`src/rtl/seq_int_alu_if.sv`:
```
// seq_int_alu_if: valid/ready operand and result bus between decode, ALU and writeback
// Signals: in_valid/in_ready/op/a/b form the operand channel (decode -> ALU);
//          out_valid/out_ready/result/ovf/zero/err/out_op form the result channel (ALU -> writeback).
// Modports: slave for the ALU, master for the side that drives operands and sinks results.
interface seq_int_alu_if #(parameter int W = 8) ();
    logic           in_valid;
    logic           in_ready;
    logic [2:0]     op;
    logic [W-1:0]   a;
    logic [W-1:0]   b;
    logic           out_valid;
    logic           out_ready;
    logic [2*W-1:0] result;
    logic           ovf;
    logic           zero;
    logic           err;
    logic [2:0]     out_op;
    modport slave  (input  in_valid, op, a, b, out_ready,
                    output in_ready, out_valid, result, ovf, zero, err, out_op);
    modport master (output in_valid, op, a, b, out_ready,
                    input  in_ready, out_valid, result, ovf, zero, err, out_op);
endinterface

```
`src/rtl/seq_int_alu.sv`:
```
// seq_int_alu: multi-cycle integer ALU (add, sub, umul, smul, udiv, cmp) with valid/ready on both sides
// Ports: clk   - rising-edge clock
//        rst_n - asynchronous active-low reset
//        bus   - seq_int_alu_if.slave: operands/opcode in (in_valid/in_ready/op/a/b),
//                result out (out_valid/out_ready/result/ovf/zero/err/out_op)
module seq_int_alu #(parameter int W = 8) (
    input  logic         clk,
    input  logic         rst_n,
    seq_int_alu_if.slave bus
);
    localparam int CW = $clog2(W) + 1;
    localparam logic [2:0] OP_ADD = 3'b001, OP_SUB = 3'b010, OP_UMUL = 3'b011;
    localparam logic [2:0] OP_SMUL = 3'b100, OP_UDIV = 3'b101, OP_CMP = 3'b111;
    typedef enum logic [1:0] {IDLE, BUSY, DONE} state_t;
    state_t         r_state, w_next;
    logic [CW-1:0]  r_cnt;
    logic [W-1:0]   r_hi, r_lo, r_opd;
    logic           r_neg, r_ovf, r_err;
    logic [2:0]     r_op;
    logic [2*W-1:0] r_result;
    logic           w_acc, w_last, w_multi, w_ill, w_ovf1, w_ge, w_fovf;
    logic [W:0]     w_add, w_sub, w_sum, w_sh, w_dif;
    logic [W-1:0]   w_abs_a, w_abs_b, w_nhi, w_nlo;
    logic [2*W-1:0] w_res1, w_prod, w_fin;

    assign w_acc  = bus.in_valid && r_state == IDLE;
    assign w_last = r_cnt == CW'(1);

    always_ff @(posedge clk or negedge rst_n)
        if (!rst_n) r_state <= IDLE;
        else r_state <= w_next;

    always_comb begin
        w_next = r_state;
        case (r_state)
            IDLE:    w_next = w_acc ? (w_multi ? BUSY : DONE) : IDLE;
            BUSY:    w_next = w_last ? DONE : BUSY;
            default: w_next = bus.out_ready ? IDLE : DONE;
        endcase
    end

    // Single-cycle results, flags and iteration setup, all taken from the accept-cycle inputs
    always_comb begin
        w_add   = {1'b0, bus.a} + {1'b0, bus.b};
        w_sub   = {1'b0, bus.a} - {1'b0, bus.b};
        w_ill   = !(bus.op inside {OP_ADD, OP_SUB, OP_UMUL, OP_SMUL, OP_UDIV, OP_CMP});
        w_multi = bus.op == OP_UMUL || bus.op == OP_SMUL || (bus.op == OP_UDIV && bus.b != '0);
        w_res1  = bus.op == OP_ADD ? {{W{1'b0}}, w_add[W-1:0]} :
                  bus.op == OP_SUB ? {{W{1'b0}}, w_sub[W-1:0]} :
                  bus.op == OP_CMP ? {{W{1'b0}}, {W{bus.a != bus.b}}} :
                  (bus.op == OP_UDIV && bus.b == '0) ? {bus.a, {W{1'b1}}} : '0;
        w_ovf1  = bus.op == OP_ADD ? w_add[W] : bus.op == OP_SUB ? w_sub[W] : 1'b0;
        w_abs_a = bus.a[W-1] ? -bus.a : bus.a;
        w_abs_b = bus.b[W-1] ? -bus.b : bus.b;
    end

    // One radix-2 step on {r_hi, r_lo}: shift-add for multiply, restoring subtract for divide.
    // Both leave {high half, low half} = {product hi, lo} or {remainder, quotient}.
    always_comb begin
        w_sum  = {1'b0, r_hi} + {1'b0, r_lo[0] ? r_opd : {W{1'b0}}};
        w_sh   = {r_hi, r_lo[W-1]};
        w_dif  = w_sh - {1'b0, r_opd};
        w_ge   = w_sh >= {1'b0, r_opd};
        w_nhi  = r_op == OP_UDIV ? (w_ge ? w_dif[W-1:0] : w_sh[W-1:0]) : w_sum[W:1];
        w_nlo  = r_op == OP_UDIV ? {r_lo[W-2:0], w_ge} : {w_sum[0], r_lo[W-1:1]};
        w_prod = {w_nhi, w_nlo};
        w_fin  = (r_op == OP_SMUL && r_neg) ? -w_prod : w_prod;
        w_fovf = r_op == OP_UMUL ? |w_fin[2*W-1:W] :
                 r_op == OP_SMUL ? !(&w_fin[2*W-1:W-1] || !(|w_fin[2*W-1:W-1])) : 1'b0;
    end

    always_ff @(posedge clk or negedge rst_n)
        if (!rst_n) begin
            r_cnt    <= '0;
            r_hi     <= '0;
            r_lo     <= '0;
            r_opd    <= '0;
            r_neg    <= 1'b0;
            r_ovf    <= 1'b0;
            r_err    <= 1'b0;
            r_op     <= '0;
            r_result <= '0;
        end else if (w_acc) begin
            r_cnt    <= CW'(W);
            r_hi     <= '0;
            r_lo     <= bus.op == OP_SMUL ? w_abs_b : bus.op == OP_UDIV ? bus.a : bus.b;
            r_opd    <= bus.op == OP_SMUL ? w_abs_a : bus.op == OP_UDIV ? bus.b : bus.a;
            r_neg    <= bus.a[W-1] ^ bus.b[W-1];
            r_ovf    <= w_ovf1;
            r_err    <= w_ill || (bus.op == OP_UDIV && bus.b == '0);
            r_op     <= bus.op;
            r_result <= w_res1;
        end else if (r_state == BUSY) begin
            r_cnt <= r_cnt - CW'(1);
            r_hi  <= w_nhi;
            r_lo  <= w_nlo;
            if (w_last) begin
                r_result <= w_fin;
                r_ovf    <= w_fovf;
            end
        end

    always_comb begin
        bus.in_ready  = r_state == IDLE;
        bus.out_valid = r_state == DONE;
        bus.zero      = r_state == DONE && r_result == '0;
    end

    assign bus.result = r_result;
    assign bus.ovf    = r_ovf;
    assign bus.err    = r_err;
    assign bus.out_op = r_op;
endmodule

```
`src/flat_wrapper.sv`:
```
// flat-port wrapper written by rule: the top's interface ports become plain ports
module seq_int_alu_flat 
#(parameter int W = 8)
  (clk, rst_n, bus_in_valid, bus_op, bus_a, bus_b, bus_out_ready, bus_in_ready, bus_out_valid, bus_result, bus_ovf, bus_zero, bus_err, bus_out_op);
  seq_int_alu_if #(.W(W)) bus_i ();
  input  logic clk;
  input  logic rst_n;
  input wire logic [$bits(bus_i.in_valid)-1:0] bus_in_valid;
  input wire logic [$bits(bus_i.op)-1:0] bus_op;
  input wire logic [$bits(bus_i.a)-1:0] bus_a;
  input wire logic [$bits(bus_i.b)-1:0] bus_b;
  input wire logic [$bits(bus_i.out_ready)-1:0] bus_out_ready;
  output wire logic [$bits(bus_i.in_ready)-1:0] bus_in_ready;
  output wire logic [$bits(bus_i.out_valid)-1:0] bus_out_valid;
  output wire logic [$bits(bus_i.result)-1:0] bus_result;
  output wire logic [$bits(bus_i.ovf)-1:0] bus_ovf;
  output wire logic [$bits(bus_i.zero)-1:0] bus_zero;
  output wire logic [$bits(bus_i.err)-1:0] bus_err;
  output wire logic [$bits(bus_i.out_op)-1:0] bus_out_op;
  assign bus_i.in_valid = bus_in_valid;
  assign bus_i.op = bus_op;
  assign bus_i.a = bus_a;
  assign bus_i.b = bus_b;
  assign bus_i.out_ready = bus_out_ready;
  assign bus_in_ready = bus_i.in_ready;
  assign bus_out_valid = bus_i.out_valid;
  assign bus_result = bus_i.result;
  assign bus_ovf = bus_i.ovf;
  assign bus_zero = bus_i.zero;
  assign bus_err = bus_i.err;
  assign bus_out_op = bus_i.out_op;
  seq_int_alu #(.W(W)) u_core (.clk(clk), .rst_n(rst_n), .bus(bus_i));
endmodule
```
`config.mk`:
```
export PLATFORM = sky130hd
export DESIGN_NAME = seq_int_alu_flat
export DESIGN_NICKNAME = d
export VERILOG_FILES = /design/src/rtl/seq_int_alu_if.sv /design/src/rtl/seq_int_alu.sv /design/src/flat_wrapper.sv
export SDC_FILE = /design/constraint.sdc
export NUM_CORES = 1
export LEC_CHECK = 0
export CAP_MARGIN = 20
export CORE_UTILIZATION = 54
export CTS_CLUSTER_DIAMETER = 60
export DETAILED_ROUTE_END_ITERATION = 7
export GPL_TIMING_DRIVEN = 0
export PLACE_DENSITY = 0.79
export RECOVER_POWER = 50
export SLEW_MARGIN = 10
export SYNTH_ARGS = -nofsm -noshare
export SYNTH_HDL_FRONTEND = slang
export SYNTH_SLANG_ARGS = --single-unit
```
`constraint.sdc`:
```
create_clock -name clk -period 3.5 [get_ports clk]
set_input_delay 0.875 -clock clk [delete_from_list [all_inputs] [get_ports clk]]
set_output_delay 0.875 -clock clk [all_outputs]
set_load 0.1 [all_outputs]
```
==> reports/qor.txt <==
Worst-case register-to-register setup slack: -330 ps
Share of layout cells above drive strength 1: 0.1604
Wire length of the first global-routing pass: 27230 µm
Number of synthesized flops with an enable pin: 0
Number of antenna violations at the first check in global routing: 0
Worst hold path endpoint: u_core.r_opd[0]
Final hold violation count: 0
Sequential cell area fraction in the yosys report: 0.2518
Final setup violation count: 1
Commonest cells post-synth: nor2_1, a21oi_1, nand2_1
Final net count: 811
Worst Path Required: 3710 ps
Worst path setup slack after routing: -329.9 ps
Half-perimeter wire length of the detailed placement result: 13070 µm
Root cell of the clock tree: clkbuf_8
Setup repair after global routing missed its margin: yes
Violations in the final reports: capacitance limit, slew limit, setup timing
Vias after detailed routing: 5682
Post-detailed-route count of antenna-violating nets: 0
Count of synthesis-stage warnings from yosys: 0
Status: finished with violations
Worst setup skew after layout: 13.28 ps
Power density over the cells: 1112 mW/mm²
Area of the core: 0.009240 mm²
Diodes inserted: 0
Total DRC errors in the routed layout: 0
Arrival time worst endpoint: 4040 ps
Leakage: 0.002635 µW
Most numerous cell in the Yosys netlist: nor2_1
IO Count: 47
Initial DRC Count: 534
Cell area after synthesis: 0.005167 mm²
Placed insts: 839
Launch point of the worst reg-to-reg path: u_core.r_hi[1]
Clock-pin slew reported for the worst setup and hold paths after clock tree synthesis: 110 ps
Count of cells along the worst register-to-register path: 18
Longest Clk Path Bufs: 2
Wire length reported by the detailed router: 18220 µm
Worst-path fanout max: 4
Initial Util: 0.5592
First-pass DRT Iterations: 6
Worst ir drop on vdd: 0.4679 mV
Pin count of the biggest net entering global routing: 30
Syn-to-layout area delta: 24.84%
IO Port Bufs: 44
Dominant synthesized flop cell: dfrtp_1
CTS tree: yes
Count of max-cap constraint violations: 1
Fraction of synthesized cell area taken by the top area cell type: 0.2518
Worst Min Path Start: u_core.r_opd[0]
Path category of the worst min-delay check: reg -> reg
H-Tree Depth: 2
Number of instances on the worst hold path: 2
Worst slew slack as a fraction of its limit: -0.09095
Worst setup SP type: flip-flop
Total congestion overflow after global routing: 0
Unique masters post-synth: 75
Class of the most critical setup path: reg -> reg
Insertion delay of the later-clocked pin in the worst-skew pair: 320 ps
Top area cells in the synthesized netlist: dfrtp_1, ha_1, a21oi_1
Post-synthesis sequential element count: 52
Number of rows in the core area: 35
Die span in y: 99.83 µm
Number of instances in the synthesized netlist: 665
Net count after synthesis: 729
Area taken by flip-flops and latches: 0.001309 mm²
Die area: 0.009965 mm²
Number of global-route vias before repair: 5319
DP Area: 0.005817 mm²
Clock buffer count from CTS: 5
Total of fill cells in the finished design: 747
Final design instance area without fill: 0.006451 mm²
Async set-or-reset flop fraction in the synthesized netlist: 1.000
Final period util: 1.094
Via count normalized by instance count: 6.479
Synth Area per Inst: 7.771 µm²
Combined global-route utilization of all metal layers: 0.3528
WL per Instance: 20.77 µm
Leading area contributor after synthesis: dfrtp_1
Pin slew with the least headroom to its limit: 1636 ps
Highest clock frequency the design can meet: 0.2611 GHz
Number of clock sinks: 52
Number of max-slew violations in the final report: 30
Multi-input combinational cell area: 0.003857 mm²
Final critical-path required period: 3830 ps
Die outline width: 99.83 µm
Endpoint of the worst register-to-register path: u_core.bus.ovf
Number of hold buffers added after CTS: 0
CP endpoint kind: flip-flop
Final GP Congestion: 0.9770
Finished Layout Cells: 877
[stage by stage]
step / TNS [ps] / total power [µW] / util / setup WS (ps) / hold WS [ps]
after detailed placement: -994.4 / 5653 / 0.6295 / -404.0 / 504.9
after global routing: -609.5 / 7514 / 0.6982 / -459.1 / 560.0
after CTS: -55.41 / 6278 / 0.6604 / -55.41 / 534.7
after floorplan: 0 / 4557 / - / 27.63 / 463.1
final: -329.9 / 7174 / 0.6982 / -329.9 / 533.7
after global placement: -1352 / 5589 / 0.6279 / -404.2 / 506.2
[cells by family after synthesis]
logic type | share of synthesized area
xor+xnor | 0.04407
flops | 0.2518
simple gates | 0.2126
compound gates | 0.3039
buf+inv | 0.06683
fa+ha+maj | 0.1051
mux | 0.01574
[per-layer routing]
metal,global-route usage,wire (µm),vias up,share of wire
met3,0.05153,1560,73,0.086
li1,-,-,2611,-
met4,0.1493,768,0,0.042
met1,0.4477,7239,2659,0.40
met2,0.6005,8647,339,0.47
met5,0,0,-,0
[flip-flops by register name, indices dropped and copies added (netlist names)]
| register | flops |
|---|---|
| u_core.bus.err | 1 |
| u_core.bus.out_op | 3 |
| u_core.bus.ovf | 1 |
| u_core.bus.result | 16 |
| u_core.r_cnt | 4 |
| u_core.r_hi | 8 |
| u_core.r_lo | 8 |
| u_core.r_neg | 1 |
| u_core.r_opd | 8 |
| u_core.r_state | 2 |
[cell type report]
type / instances / area share
multi-input combinational: 541 / 0.5979
inverter: 37 / 0.02153
sequential: 52 / 0.2029
tap: 129 / 0.02502
clock inverter: 2 / 0.002133
clock buffer: 6 / 0.01125
buffer: 33 / 0.02967
timing repair buffer: 77 / 0.1096
[report_power, final]
group          switching (µW)  internal, µW  leakage [µW]
Combinational            3530          2050       0.00196
Sequential                344           893      0.000630
Clock                     218           144     0.0000456
[worst max-delay path by stage]
stage / cells after the start / to / from / slack [ps]
6_report: 18 / u_core.bus.ovf / u_core.r_hi[1] / -330
5_1_grt: 18 / u_core.bus.ovf / u_core.r_hi[1] / -460
4_1_cts: 18 / u_core.bus.ovf / u_core.r_opd[6] / -60
3_5_place_dp: 19 / u_core.bus.ovf / u_core.r_hi[3] / -400
3_3_place_gp: 19 / u_core.bus.ovf / u_core.r_hi[3] / -400
2_1_floorplan: 19 / u_core.bus.ovf / u_core.r_hi[3] / 30
[worst max-delay path: stages, from the launching register on]
cell,delay (ps)
dfrtp_1,440
ha_1,320
buf_6,130
nand4_1,80
o21ai_2,80
or4_4,570
nor2_4,150
nand2_2,90
o21ai_2,120
ha_2,210
o21ai_2,60
a21o_1,240
buf_6,150
buf_6,110
nor2_4,80
a41oi_2,150
mux2i_1,270
nand4_1,120
o311a_1,370
[layout by cell type, fill, tap and decap left out, types with 5 or more instances in the layout]
master / Yosys / routed
o21bai_1: 7 / 7
nand3_1: 21 / 19
dfrtp_2: 0 / 6
a221oi_1: 7 / 7
xor2_1: 13 / 11
a21oi_1: 66 / 65
dfrtp_1: 52 / 46
o21ai_2: 1 / 6
a21o_1: 12 / 12
buf_6: 5 / 7
a211oi_1: 8 / 6
mux2i_1: 7 / 7
inv_1: 36 / 32
nand4_1: 9 / 9
nor4_1: 8 / 7
o211ai_1: 10 / 10
clkbuf_8: 3 / 8
or3_1: 7 / 7
nor3_1: 17 / 17
clkdlybuf4s50_1: 0 / 40
nor2b_1: 7 / 6
nor2_1: 68 / 65
xnor2_1: 13 / 11
and2_1: 12 / 11
a31oi_1: 9 / 7
a22oi_1: 6 / 5
nand2_1: 56 / 54
clkbuf_1: 23 / 25
buf_4: 1 / 29
o221ai_1: 11 / 10
ha_1: 37 / 30
ha_4: 0 / 5
o31ai_1: 7 / 7
o21ai_1: 9 / 7
o21ai_0: 48 / 45
[repair_timing]
action | in CTS | in global routing
endpoints found under the setup margin | 4 | 7
pin swaps | 9 | 27
buffers inserted | 13 | 19
hold endpoints to repair | 0 | 0
resized for setup | 22 | 39
(Power assumes the default switching activity.)
